<file path="config.mk">
export PLATFORM = sky130hd
export DESIGN_NAME = vga_scanout
export DESIGN_NICKNAME = d
export VERILOG_FILES = /design/src/rtl/vga_scanout.sv
export SDC_FILE = /design/constraint.sdc
export NUM_CORES = 1
export LEC_CHECK = 0
export CAP_MARGIN = 20
export CELL_PAD_IN_SITES_DETAIL_PLACEMENT = 1
export CELL_PAD_IN_SITES_GLOBAL_PLACEMENT = 1
export CORE_ASPECT_RATIO = 1.5
export CORE_MARGIN = 4
export CORE_UTILIZATION = 35
export DETAILED_ROUTE_END_ITERATION = 8
export GPL_ROUTABILITY_DRIVEN = 0
export PLACE_DENSITY = 0.8
export SYNTH_ARGS = -nofsm -noshare
export SYNTH_HDL_FRONTEND = slang
export SYNTH_SLANG_ARGS = --single-unit
</file>
<file path="constraint.sdc">
create_clock -name CLOCK_50 -period 3.8 [get_ports CLOCK_50]
set_clock_uncertainty 0.05 [all_clocks]
set_input_delay 0.76 -clock CLOCK_50 [delete_from_list [all_inputs] [get_ports CLOCK_50]]
set_output_delay 0.76 -clock CLOCK_50 [all_outputs]
set_load 0.05 [all_outputs]
</file>
<file path="src/rtl/vga_scanout.sv">
// rtl/vga_scanout.sv - VGA timing generator and framebuffer scanout
module vga_scanout #(
  parameter int H_ACTIVE = 640,
  parameter int H_FRONT  = 16,
  parameter int H_SYNC   = 96,
  parameter int H_BACK   = 48,
  parameter int V_ACTIVE = 480,
  parameter int V_FRONT  = 10,
  parameter int V_SYNC   = 2,
  parameter int V_BACK   = 33
) (
  input  logic        CLOCK_50,
  input  logic        Reset,
  output logic [18:0] mem_addr,
  input  logic [8:0]  mem_rdata,
  output logic [7:0]  VGA_R,
  output logic [7:0]  VGA_G,
  output logic [7:0]  VGA_B,
  output logic        VGA_HS,
  output logic        VGA_VS,
  output logic        VGA_BLANK_N,
  output logic        VGA_SYNC_N,
  output logic        VGA_CLK,
  output logic        frame_start
);

  localparam int H_TOTAL = H_ACTIVE + H_FRONT + H_SYNC + H_BACK;
  localparam int V_TOTAL = V_ACTIVE + V_FRONT + V_SYNC + V_BACK;
  localparam int HW = $clog2(H_TOTAL);
  localparam int VW = $clog2(V_TOTAL);

  localparam logic [HW-1:0] H_LAST   = HW'(H_TOTAL - 1);
  localparam logic [HW-1:0] H_ACT    = HW'(H_ACTIVE);
  localparam logic [HW-1:0] HS_FIRST = HW'(H_ACTIVE + H_FRONT);
  localparam logic [HW-1:0] HS_LAST  = HW'(H_ACTIVE + H_FRONT + H_SYNC - 1);
  localparam logic [VW-1:0] V_LAST   = VW'(V_TOTAL - 1);
  localparam logic [VW-1:0] V_ACT    = VW'(V_ACTIVE);
  localparam logic [VW-1:0] VS_FIRST = VW'(V_ACTIVE + V_FRONT);
  localparam logic [VW-1:0] VS_LAST  = VW'(V_ACTIVE + V_FRONT + V_SYNC - 1);
  localparam logic [18:0]   ADDR_STEP = 19'(H_ACTIVE);

  logic          tick;
  logic [HW-1:0] hcount, h_next;
  logic [VW-1:0] vcount, v_next;
  logic [18:0]   line_base, base_next, addr_next;
  logic          fs_next;
  logic          act_d, hs_d, vs_d;

  assign VGA_SYNC_N = 1'b0;

  // Next counter position; the row base address steps by H_ACTIVE per line so no multiplier is needed
  always_comb begin
    h_next    = hcount;
    v_next    = vcount;
    base_next = line_base;
    fs_next   = 1'b0;
    if (tick) begin
      if (hcount == H_LAST) begin
        h_next = '0;
        if (vcount == V_LAST) begin
          v_next    = '0;
          base_next = '0;
        end else begin
          v_next    = vcount + VW'(1);
          base_next = line_base + ADDR_STEP;
        end
        fs_next = (v_next == V_ACT);
      end else begin
        h_next = hcount + HW'(1);
      end
    end
    addr_next = ((h_next < H_ACT) && (v_next < V_ACT)) ? (base_next + 19'(h_next)) : '0;
  end

  // Pixel tick, counters and read address; the address moves together with the counters
  always_ff @(posedge CLOCK_50) begin
    if (Reset) begin
      tick        <= 1'b0;
      hcount      <= '0;
      vcount      <= '0;
      line_base   <= '0;
      mem_addr    <= '0;
      frame_start <= 1'b0;
      VGA_CLK     <= 1'b0;
    end else begin
      tick        <= ~tick;
      hcount      <= h_next;
      vcount      <= v_next;
      line_base   <= base_next;
      mem_addr    <= addr_next;
      frame_start <= fs_next;
      VGA_CLK     <= tick;
    end
  end

  // Two-stage video pipeline: stage one delays timing by the RAM latency, stage two registers the DAC outputs
  always_ff @(posedge CLOCK_50) begin
    if (Reset) begin
      act_d       <= 1'b0;
      hs_d        <= 1'b1;
      vs_d        <= 1'b1;
      VGA_BLANK_N <= 1'b0;
      VGA_HS      <= 1'b1;
      VGA_VS      <= 1'b1;
      VGA_R       <= 8'h00;
      VGA_G       <= 8'h00;
      VGA_B       <= 8'h00;
    end else begin
      act_d       <= (hcount < H_ACT) && (vcount < V_ACT);
      hs_d        <= !((hcount >= HS_FIRST) && (hcount <= HS_LAST));
      vs_d        <= !((vcount >= VS_FIRST) && (vcount <= VS_LAST));
      VGA_BLANK_N <= act_d;
      VGA_HS      <= hs_d;
      VGA_VS      <= vs_d;
      VGA_R       <= act_d ? {mem_rdata[8:6], mem_rdata[8:6], mem_rdata[8:7]} : 8'h00;
      VGA_G       <= act_d ? {mem_rdata[5:3], mem_rdata[5:3], mem_rdata[5:4]} : 8'h00;
      VGA_B       <= act_d ? {mem_rdata[2:0], mem_rdata[2:0], mem_rdata[2:1]} : 8'h00;
    end
  end

endmodule

</file>
**Word level (Yosys, flattened, before mapping)**

Cells that the tools add are included.

- Mux-type cells: 10
- Bitwise logic cells: 4
- $add $sub $neg: 4
- Order comparisons: 8
- Reduce and logical (&&, ||, !) cells: 9
- Equal/unequal tests: 3

Operators by type and width:

| kind | number |
|---|---|
| 10-bit two-way mux | 7 |
| 19-bit two-way mux | 3 |
| 10-bit by 1-bit adder with 10-bit output, second input constant | 2 |
| 10-bit equality test, second input constant | 2 |
| 10-bit < comparator, second input constant | 2 |
| 10-bit by 9-bit < comparator with 1-bit output, second input constant | 2 |
| 19-bit by 10-bit adder with 19-bit output | 1 |
| 19-bit by 10-bit adder with 19-bit output, second input constant | 1 |
| 10-bit by 9-bit equality test with 1-bit output, second input constant | 1 |
| 10-bit >= comparator, second input constant | 1 |
| 10-bit by 9-bit >= comparator with 1-bit output, second input constant | 1 |
| 10-bit less-or-equal comparator, second input constant | 1 |
| 10-bit by 9-bit less-or-equal comparator with 1-bit output, second input constant | 1 |
| 1-bit logical AND | 4 |
| 1-bit inverter | 4 |
| 2-bit OR reduction | 2 |
| 3-bit OR reduction | 1 |
| 1-bit logical NOT | 2 |

- Register bits after elaboration: 91
- Bits of input ports: 11
- Output and inout bits: 49

**Depth between registers and ports, before layout**

Gate-level depths: netlist (run 1).

- Depth after elaboration: 10
- Mapped depth: 16
- Mapped depth without buffers: 15

**Worst setup path before layout (run 1)**

OpenSTA, ideal clock, no wires.

- Kind: flip-flop to flip-flop
- Start point: register hcount[0]
- End point: register mem_addr[18]
- Slack: 0.207 ns
- Path buffers: 2
- Stages on the path, launching flop included: 16
- Arrival: 3.423 ns
- Clock period less this slack: 3.593 ns
- Cells stage by stage: dfxtp_1 -> ha_1 -> nand4_1 -> nor3_1 -> clkbuf_1 -> clkbuf_1 -> nor2_1 -> ha_1 -> fa_1 -> a21o_1 -> a211oi_1 -> o21ai_0 -> a41o_1 -> nand2b_1 -> nor4_1 -> mux2_2

- Longest elaborated chain between the ends: 7
- Elaborated cells on any way between the ends: 14

Ends and longest elaborated chain:

| item | line | RTL |
|---|---|---|
| start: declaration | 43 | `logic [HW-1:0] hcount, h_next;` |
| start signal: assignment | 87 | `hcount <= h_next;` |
| 10-bit by 1-bit adder with 10-bit output / 10-bit equality test (equally long branches) | 69, 58 |  |
| 10-bit two-way mux | 58 | `if (hcount == H_LAST) begin` |
| 10-bit two-way mux (*) | 57 | `if (tick) begin` |
| named net h_next[0] | 43 |  |
| 10-bit < comparator | 72 | `addr_next = ((h_next < H_ACT) && (v_next < V_ACT)) ? (base_next + 19'(h_next)) : '0;` |
| 1-bit logical AND | 72 |  |
| 1-bit inverter (no source line) | -- |  |
| 2-bit OR reduction (no source line) | -- |  |
| end signal: assignment | 90 | `mem_addr <= addr_next;` |
| end: declaration | 14 | `output logic [18:0] mem_addr,` |

Mark *: on every way through the listed nets, which the timed path passes. The rest lies on a longest branch.
A chain may end at the register's enable or synchronous reset.

**Worst setup path in the final report (run 1)**

- Start point: register hcount[0]
- End point: register mem_addr[16]

- Elaborated cells on any way between the ends: 14

RTL lines:

| item | line | RTL |
|---|---|---|
| 10-bit equality test | 58 |  |
| 19-bit two-way mux | 58 |  |
| 19-bit two-way mux | 57 |  |
| named net base_next[7] | 45 | `logic [18:0] line_base, base_next, addr_next;` |
| 19-bit by 10-bit adder with 19-bit output | 72 |  |

The timed path passes the listed nets, and every way through them passes these cells.

==> metrics.cfg, run 1 <==
[route]
routed_wl_mm = 11.65
wl_per_cell_um = 17.54
dr.first_iter.drc_count = 123
first_pass_iters = 4
ant_nets = 0
num_vias = 3614
drc = 0
avgViaCountPerCell = 5.443

[sta]
finalHoldViolCount = 0
worst_pin_slew_ns = 0.5310
period_needed_ns = 3.563
setup-tns-final_ns = 0
clock.fmax_ghz = 0.2806
rsz0062_at_grt = false
max_slew_margin_pct = 64.49
period_share_pct = 93.77
setup_viol = 0
slew_violations = 0

[clock_network]
cts_buffers = 9
clk_latency_ns = 0.34
cts_tree = built
cts.clk_slew.worst_paths_ns = 0.06
cts_setup_buffers = 0
cts-resized-gates = 0
holdBufCountCts = 0
htree_levels = 3
max-clock-path-buffers = 2
clock_sinks = 76
root_buffer = clkbuf_16

[global_routing]
track_usage_pct = 18.11
grt_overflow = 0
grt_start_max_net_pins = 49
antenna_found_initial = 0
grt_pass1_vias = 3754
grt_pass1_wl_mm = 18.37

[worst_setup_path]
arrival_ns = 3.80
start_kind = register
r2r_slack_ns = 0.24
r2r_start = hcount[0]
required_ns = 4.04
path_max_fanout = 6
r2r-end = mem_addr[16]
crit_slowest_cell = or4_1
cp_cell_sequence = ha_1, nand4_1, nor3_2, buf_4, nand2_1, o21ai_1, ha_1, inv_1, o21bai_1, a41o_1, nand4_1, or4_1, nand2_1
crit_type = register to register
cp_num_buf_inv = 2
cp_num_cells = 13
critPathLaunch = hcount[0]
crit_family = simple AND/OR/NAND/NOR gates
ff2ff_path_depth = 13
crit_end = mem_addr[16]
worstSetupEndpointType = register
max_stage_delay_ns = 0.50

[synth]
syn_avg_cell_area_um2 = 8.515
ys_warn_count = 0
synthFlopType = dfxtp_1
syn_inst = 462
ys_top_cells_by_count = dfxtp_1 (76), nor2_1 (43), nand2_1 (31)
syn_nets = 489
synthTopCellsByArea = dfxtp_1 (39%), ha_1 (4.8%), nor2b_1 (4.1%), nor2_1 (4.1%), xnor2_1 (4.0%)
yosysMostFrequentCell = dfxtp_1
ys_types = 57
synth_edf_count = 0
netlist_area_um2 = 3934
yosys.area.top_type = dfxtp_1
async_flop_share_pct = 0
synth_top_area_share_pct = 38.68
ys_ff_latch = 76
ys_seq_area_share_pct = 38.68

[placement]
dp.cells = 648
port_buffers = 58
dp_hpwl_mm = 8.600

[power_and_ir_drop]
power_density_nw_per_um2 = 365.1
p_leak_nw = 1.841
fin_total_pwr_mw = 1.806
peakVddDrop_mv = 0.1867

[finish]
final_util_pct = 44.97
area_delta_synth_final_pct = 25.70
final-instance-count-excl-fill = 664
fillers = 1302
multi_input_area_um2 = 2143
drive_gt1_share_pct = 9.865
nNetsFinal = 539
diodes = 0
regArea_um2 = 1521

[die]
design.core.area_um2 = 11000
start_util_pct = 35.77
num_rows = 47
design.die.area_um2 = 13030
die_h_um = 137.8
pin_count = 60
dieWidth_um = 94.56

[min_path]
worstHoldPathType = register to register

[status]
status = completed

[run]
timing.max_cap.violations = 0

## worst min path at each step
stage	from	to	slack, ns	depth (start not counted)
2_1_floorplan	hs_d	VGA_HS	0.34	1
3_3_place_gp	vs_d	VGA_VS	0.34	1
3_5_place_dp	vs_d	VGA_VS	0.35	1
5_1_grt	vs_d	VGA_VS	0.39	1
4_1_cts	vs_d	VGA_VS	0.38	1
6_report	vs_d	VGA_VS	0.37	1
## layout by cell type, fill, tap and decap left out, types with 3 or more instances in the layout
master	n
a21o_1	3
a21oi_1	23
a22o_1	3
a31oi_1	5
and2_1	14
and3_1	7
and4_1	3
buf_4	22
clkbuf_16	9
clkdlybuf4s50_1	58
clkinvlp_4	3
dfxtp_1	76
ha_1	15
inv_1	15
nand2_1	31
nand2b_1	6
nand3_1	12
nand4_1	10
nand4b_1	3
nor2_1	42
nor2b_1	26
nor3_1	13
nor3b_1	3
nor4_1	8
o2111ai_1	3
o21ai_0	21
o21bai_1	5
or2_2	3
or3_1	3
or4_1	5
xnor2_1	18
xor2_1	8
## per-layer routing
| layer | share of wire, % | global-route usage [%] | up-vias |
|---|---|---|---|
| li1 | - | - | 1702 |
| met1 | 36 | 17.42 | 1787 |
| met2 | 56 | 35.15 | 91 |
| met3 | 3.3 | 3.169 | 34 |
| met4 | 4.5 | 10.59 | 0 |
| met5 | 0 | 0 | - |
## power breakdown
| part | total (mW) | internal, mW | switching, mW |
|---|---|---|---|
| sequential | 0.813 | 0.807 | 0.00586 |
| combinational | 0.125 | 0.0430 | 0.0818 |
| clock | 0.868 | 0.512 | 0.356 |
## registers in the layout, indices dropped and copies added, names as in the netlist, 3 cells and up
signal     flops
VGA_G          3
hcount        10
line_base     19
mem_addr      19
vcount        10
VGA_B          3
VGA_R          3
## kinds of logic (layout without fill, tap and decap cells)
| logic type | Yosys count | in the layout | share of synthesized area, % |
|---|---|---|---|
| buf+inv | 56 | 111 | 7.602 |
| compound gates | 79 | 79 | 12.56 |
| flops | 76 | 76 | 38.68 |
| mux | 3 | 3 | 0.7952 |
| other cells | 1 | 1 | 0.09533 |
| xor+xnor | 26 | 26 | 5.789 |
| fa+ha+maj | 16 | 16 | 5.280 |
| simple gates | 205 | 205 | 29.20 |
## worst reg2reg max path: cells and delay by family (launching register included)
family                     cells  cell delay [ns]
DFF                            1             0.39
adders and majority gates      2             0.44
and+or+nand+nor                6             1.50
AOI/OAI and AO/OA              3             0.84
buffers and inverters          2             0.30
## stage by stage
step | hold slack [ns] | cell area, um^2 | setup WS (ns)
after detailed placement | 0.3497 | 4626 | 0.03790
after CTS | 0.3780 | 4920 | 0.003038
after global routing | 0.3879 | 4945 | 0.002355
after global placement | 0.3419 | 4626 | 0.2469
after floorplan | 0.3395 | 3934 | 0.2067
final | 0.3711 | 4945 | 0.2367
## cell type report
cell class	count	area share, %
inverters	15	1.139
multi-input cells	330	43.35
clock buffers	11	4.706
well taps	147	3.720
clock inverters	5	1.240
flip-flops and latches	76	30.77
repair buffers	80	15.08
Power figures use the tool's default switching activity.
==> run 2: changes to the inputs <==
==> constraint.sdc (replaced) <==
create_clock -name CLOCK_50 -period 3.25 [get_ports CLOCK_50]
set_clock_uncertainty 0.05 [all_clocks]
set_input_delay 0.65 -clock CLOCK_50 [delete_from_list [all_inputs] [get_ports CLOCK_50]]
set_output_delay 0.65 -clock CLOCK_50 [all_outputs]
set_load 0.05 [all_outputs]
==> run 2 against run 1 <==
Compared with the run above: sequential cell count did not move; clock power is 21% higher; sequential share of layout area is 2.5 points lower; largest cell class unchanged; highest routed layer unchanged; fmax grew 8.1%; die area unchanged; the flow now finishes with violations (negative setup slack); largest power group unchanged; combinational power up 23%; clock-buffer cell count down 1.
==> metrics.cfg, run 2 (same netlist as run 1, synthesis figures left out) <==
[finish]
reg.largest.list = line_base: 19 flops, mem_addr: 19 flops
regArea_um2 = 1526  ; +0.33%
mostFrequentLayoutCells = dfxtp_1 (72), clkdlybuf4s50_1 (58), buf_4 (55)
multi_input_area_um2 = 2291  ; +6.9%
drive_gt1_share_pct = 21.88  ; +12 points
area_delta_synth_final_pct = 37.15
diodes = 0  ; unchanged
nNetsFinal = 575  ; +6.7%
fillers = 1288  ; -1.1%
layout_commonest_cell = dfxtp_1
final-instance-count-excl-fill = 700  ; +5.4%

[run]
timing.max_cap.violations = 0  ; unchanged

[clock_network]
cts_tree = built
max-clock-path-buffers = 2  ; unchanged
root_buffer = clkbuf_16
cts_buffers = 9  ; unchanged
clock_sinks = 76  ; unchanged
htree_levels = 3  ; unchanged
cts.clk_slew.worst_paths_ns = 0.06  ; about the same
clk_latency_ns = 0.34  ; about the same

[worst_setup_path]
crit_type = register to register
r2r_slack_ns = -0.05  ; -0.28 ns
arrival_ns = 3.53  ; -0.27 ns
crit_end = mem_addr[15]
start_kind = register
critPathLaunch = vcount[0]
ff2ff_path_depth = 15  ; +2
r2r_start = vcount[0]
r2r-end = mem_addr[15]
path_max_fanout = 5  ; -1
required_ns = 3.48  ; -0.56 ns
worstSetupEndpointType = register

[route]
drc = 0  ; unchanged
avgViaCountPerCell = 5.336  ; -2.0%
wl_per_cell_um = 18.77  ; +7.0%
first_pass_iters = 4  ; unchanged
dr.first_iter.drc_count = 217  ; +76%
num_vias = 3735  ; +3.3%
ant_nets = 0  ; unchanged
routed_wl_mm = 13.14  ; +13%

[sta]
period_needed_ns = 3.296  ; -0.2672 ns
slew_violations = 0  ; unchanged
fin_hold_ws_ns = 0.3682  ; -0.002880 ns
fin_ws_ns = -0.04605  ; -0.2828 ns
rsz0062_at_grt = true
worst_pin_slew_ns = 0.6363  ; +0.1053 ns
clock.fmax_ghz = 0.3034  ; +8.1%
finalHoldViolCount = 0  ; unchanged
setup_viol = 2  ; +2
max_slew_margin_pct = 57.19  ; -7.3 points
period_share_pct = 101.4  ; +7.6 points

[global_routing]
grt_start_max_net_pins = 28  ; -43%
grt.met1_usage_pct = 19.47  ; +2.0 points
use_met3_pct = 2.623  ; -0.55 points
antenna_found_initial = 0  ; unchanged
grt_pass1_wl_mm = 19.17  ; +4.4%
grt_overflow = 0  ; unchanged
grt_busiest_layer = met2
grt_util_met2_pct = 36.45  ; +1.3 points
grt_pass1_vias = 3811  ; +1.5%
track_usage_pct = 19.10  ; +0.99 points

[power_and_ir_drop]
power_density_nw_per_um2 = 398.7  ; +9.2%
peakVddDrop_mv = 0.1935  ; +3.6%
p_leak_nw = 2.066  ; +12%

[die]
pin_count = 60  ; unchanged
design.core.area_um2 = 11000  ; unchanged
die_h_um = 137.8  ; unchanged
start_util_pct = 35.77  ; unchanged
dieWidth_um = 94.56  ; unchanged
num_rows = 47  ; unchanged
design.die.area_um2 = 13030  ; unchanged

[status]
failed_checks = negative setup slack
status = finished, violations left

[placement]
dp_hpwl_mm = 8.882  ; +3.3%
dp.cells = 668  ; +3.1%
port_buffers = 58  ; unchanged
dp_slack_ns = -0.2281  ; -0.2660 ns

[min_path]
worstHoldPathType = register to register
holdPathStages = 1  ; unchanged

==> run 2: cell types whose count changed in the layout (fill, tap and decap cells not counted), moves of 3 or more <==
cell     change
ha_1         -5
ha_2         +3
o21ai_2      +4
buf_4       +33
dfxtp_1      -4
o21ai_0      -3
dfxtp_2      +4
buf_6        +3
==> run 2: stage by stage <==
step | utilization, % | setup TNS (ns) | total power [mW] | instance area (um^2)
4_1_cts | 46.73 | -0.01335 | 2.159 | 5139
3_5_place_dp | 43.62 | -0.9818 | 1.125 | 4797
5_1_grt | 49.06 | -1.175 | 2.214 | 5395
6_report | 49.06 | -0.06960 | 2.151 | 5395
2_1_floorplan | - | 0 | 1.071 | 3978
3_3_place_gp | 43.62 | -0.07732 | 1.120 | 4797
==> run 2: power breakdown <==
group / switching [mW] / total [mW] / internal [mW]
registers: 0.00814 / 0.952 / 0.944
logic: 0.0994 / 0.154 / 0.0545
clock network: 0.423 / 1.05 / 0.622
total: 0.531 / 2.15 / 1.62
==> run 2: repair_timing <==
action	CTS	global route
pin swaps	2	19
buffers inserted	2	14
setup endpoints to repair	9	10
hold buffers	0	0
gates resized for setup	4	43
hold endpoints to repair	0	0
==> run 2: how the worst min path moves through the flow <==
stage	slack (ns)	start	endpoint
2_1_floorplan	0.34	hs_d	VGA_HS
4_1_cts	0.37	vs_d	VGA_VS
3_5_place_dp	0.35	vs_d	VGA_VS
3_3_place_gp	0.34	vs_d	VGA_VS
6_report	0.37	vs_d	VGA_VS
5_1_grt	0.38	vs_d	VGA_VS
==> run 2: metal layers <==
| layer | share of wire [%] | up-vias |
|---|---|---|
| met4 | 3.8 | 0 |
| met2 | 56 | 77 |
| met3 | 2.2 | 34 |
| li1 | - | 1770 |
| met1 | 37 | 1854 |
| met5 | 0 | - |
==> run 2: critical path, cell delays in order, from the launching register on <==
cell       delay, ns
dfxtp_2         0.32
inv_2           0.07
ha_4            0.13
nor3b_4         0.24
nand3_2         0.15
nor2_4          0.21
buf_6           0.14
nor2b_1         0.06
ha_2            0.35
o21ai_2         0.09
a21boi_2        0.17
o22ai_2         0.13
o2111ai_2       0.26
nand4_1         0.18
or4_4           0.56
a21oi_2         0.12
==> run 2: layout make-up <==
type,count,area share (%)
clock buffers,10,4.429
clock inverters,6,1.322
inverters,15,1.044
multi-input cells,330,42.46
flip-flops and latches,76,28.29
well taps,147,3.409
repair buffers,116,19.04
==> run 3: changes to the inputs <==
--- a/config.mk
+++ b/config.mk
@@ -10,10 +10,11 @@
 export CELL_PAD_IN_SITES_GLOBAL_PLACEMENT = 1
 export CORE_ASPECT_RATIO = 1.5
 export CORE_MARGIN = 4
-export CORE_UTILIZATION = 35
+export CORE_UTILIZATION = 38
+export CTS_BUF_LIST = sky130_fd_sc_hd__clkbuf_4
 export DETAILED_ROUTE_END_ITERATION = 8
 export GPL_ROUTABILITY_DRIVEN = 0
-export PLACE_DENSITY = 0.8
+export PLACE_DENSITY = 0.86
 export SYNTH_ARGS = -nofsm -noshare
 export SYNTH_HDL_FRONTEND = slang
 export SYNTH_SLANG_ARGS = --single-unit
==> run 3 against run 2 <==
Compared with the run above: the run still ends with negative setup slack left; combinational power hardly changed; non-clock buffer count down 10; final area is 4.3% lower; hold slack better by 0.013 ns; clock-buffer cell count decreased by 1; die area down 7.3%; via count decreased by 0.67%; sequential cell count stayed put; final cell count down 5.7%; setup slack worse by 0.011 ns; fmax is 0.34% lower; routed wire length is 4.7% lower.
==> metrics.cfg, run 3 (same netlist as run 1, synthesis figures left out) <==
[worst_setup_path]
path_max_fanout = 7  ; +2
ff2ff_path_depth = 13  ; -2
r2r-end = mem_addr[18]
critPathLaunch = hcount[5]
arrival_ns = 3.60  ; +0.07 ns
worstSetupEndpointType = register
start_kind = register
r2r_start = hcount[5]
required_ns = 3.55  ; +0.07 ns
r2r_slack_ns = -0.06  ; about the same
crit_type = register to register

[min_path]
holdPathStages = 1  ; unchanged
min_from = vs_d
hold_path_end = VGA_VS
worstHoldPathType = register to register

[clock_network]
root_buffer = clkbuf_4
max-clock-path-buffers = 2  ; unchanged
clock_sinks = 76  ; unchanged
cts.clk_slew.worst_paths_ns = 0.13  ; +0.07 ns
htree_levels = 3  ; unchanged
cts_tree = built
clk_latency_ns = 0.47  ; +0.13 ns
cts_buffers = 9  ; unchanged

[route]
first_pass_iters = 4  ; unchanged
wl_per_cell_um = 18.98  ; +1.1%
dr.first_iter.drc_count = 241  ; +11%
ant_nets = 0  ; unchanged
drc = 0  ; unchanged
avgViaCountPerCell = 5.621  ; +5.4%
routed_wl_mm = 12.53  ; -4.7%
num_vias = 3710  ; -0.67%

[finish]
nNetsFinal = 565  ; -1.7%
layout_commonest_cell = dfxtp_1
mostFrequentLayoutCells = dfxtp_1 (68), clkdlybuf4s50_1 (58), buf_4 (45)
drive_gt1_share_pct = 20.26  ; -1.6 points
fillers = 1163  ; -9.7%
diodes = 0  ; unchanged
fin_area_um2 = 5164  ; -4.3%
area_delta_synth_final_pct = 31.27
reg.largest.list = line_base: 19 flops, mem_addr: 19 flops

[die]
dieWidth_um = 91.08  ; -3.7%
die_h_um = 132.6  ; -3.8%
design.core.area_um2 = 10130  ; -7.8%
start_util_pct = 38.81  ; +3.0 points
pin_count = 60  ; unchanged
num_rows = 45  ; -4.3%
design.die.area_um2 = 12080  ; -7.3%

[global_routing]
track_usage_pct = 20.47  ; +1.4 points
antenna_found_initial = 0  ; unchanged
grt_overflow = 0  ; unchanged
grt_start_max_net_pins = 49  ; +75%
grt_pass1_wl_mm = 19.71  ; +2.8%
grt_pass1_vias = 3952  ; +3.7%

[power_and_ir_drop]
peakVddDrop_mv = 0.2128  ; +9.9%
p_leak_nw = 1.972  ; -4.6%
power_density_nw_per_um2 = 362.6  ; -9.1%

[sta]
clock.fmax_ghz = 0.3024  ; -0.34%
worst_pin_slew_ns = 0.6285  ; -0.007771 ns
finalHoldViolCount = 0  ; unchanged
setup_viol = 3  ; +1
slew_violations = 0  ; unchanged
period_needed_ns = 3.307  ; +0.01113 ns
period_share_pct = 101.8  ; +0.34 points
rsz0062_at_grt = true
fin_ws_ns = -0.05719  ; -0.01113 ns
max_slew_margin_pct = 58.01  ; +0.82 points

[placement]
port_buffers = 58  ; unchanged
dp_slack_ns = -0.2003  ; +0.02779 ns
dp_hpwl_mm = 8.807  ; -0.85%
post_dp_cell_area_um2 = 4752  ; -0.94%

[status]
status = finished, violations left
failed_checks = negative setup slack

[run]
timing.max_cap.violations = 0  ; unchanged

run 3: changes by cell type in the layout (fill, tap and decap cells not counted), moves of 3 or more:
cell	delta
buf_4	-10
clkbuf_16	-9
clkbuf_4	+9
dfxtp_1	-4
dfxtp_2	+3
run 3: timing repair:
action                     4_1_cts  5_1_grt
hold buffers                     0        0
pin swaps                        7       13
gates resized for setup         18       29
setup buffers                    3        4
setup endpoints to repair       10       10
run 3: metrics by stage:
stage | TNS (ns) | instances | hold WS (ns) | util, % | power [mW]
after global placement | 0 | 637 | 0.3535 | 46.89 | 1.117
after global routing | -0.7821 | 660 | 0.3894 | 50.95 | 1.946
after CTS | 0 | 656 | 0.3834 | 49.60 | 1.882
after detailed placement | -0.9296 | 637 | 0.3505 | 46.89 | 1.122
final | -0.1008 | 660 | 0.3814 | 50.95 | 1.873
after floorplan | 0 | 462 | 0.3395 | - | 1.071
run 3: layout make-up:
type	instances	area [um^2]	share of cell area (%)
multi-input combinational	330	2283	44.22
timing repair buffer	106	952.2	18.44
sequential	76	1534	29.71
clock inverter	7	123.9	2.399
inverter	15	56.30	1.090
clock buffer	9	67.56	1.308
tap	117	146.4	2.835
run 3: layer usage:
metal | part of all wire [%] | GRT usage (%)
met4 | 3.8 | 9.480
met2 | 55 | 38.63
met3 | 4.4 | 5.290
met5 | 0 | 0
met1 | 37 | 20.59
run 3: where the power goes:
group	switching, mW	internal, mW	total (mW)
clock	0.370	0.394	0.764
sequential	0.00886	0.944	0.953
combinational	0.101	0.0543	0.155
run 3: worst max path at each step:
stage,slack (ns),to
2_1_floorplan,0.008,mem_addr[15]
3_3_place_gp,0.001,mem_addr[18]
3_5_place_dp,-0.20,mem_addr[18]
4_1_cts,0.006,mem_addr[18]
5_1_grt,-0.17,mem_addr[18]
6_report,-0.06,mem_addr[18]
run 3: critical path: stages, from the launching register on:
cell,delay (ns)
dfxtp_2,0.40
or2_1,0.32
nor3_4,0.30
buf_6,0.17
nor2_1,0.06
ha_2,0.21
fa_2,0.36
a21o_1,0.22
a211oi_4,0.32
o21ai_4,0.09
a41o_1,0.26
nand2b_1,0.13
nor4_2,0.06
mux2_2,0.27
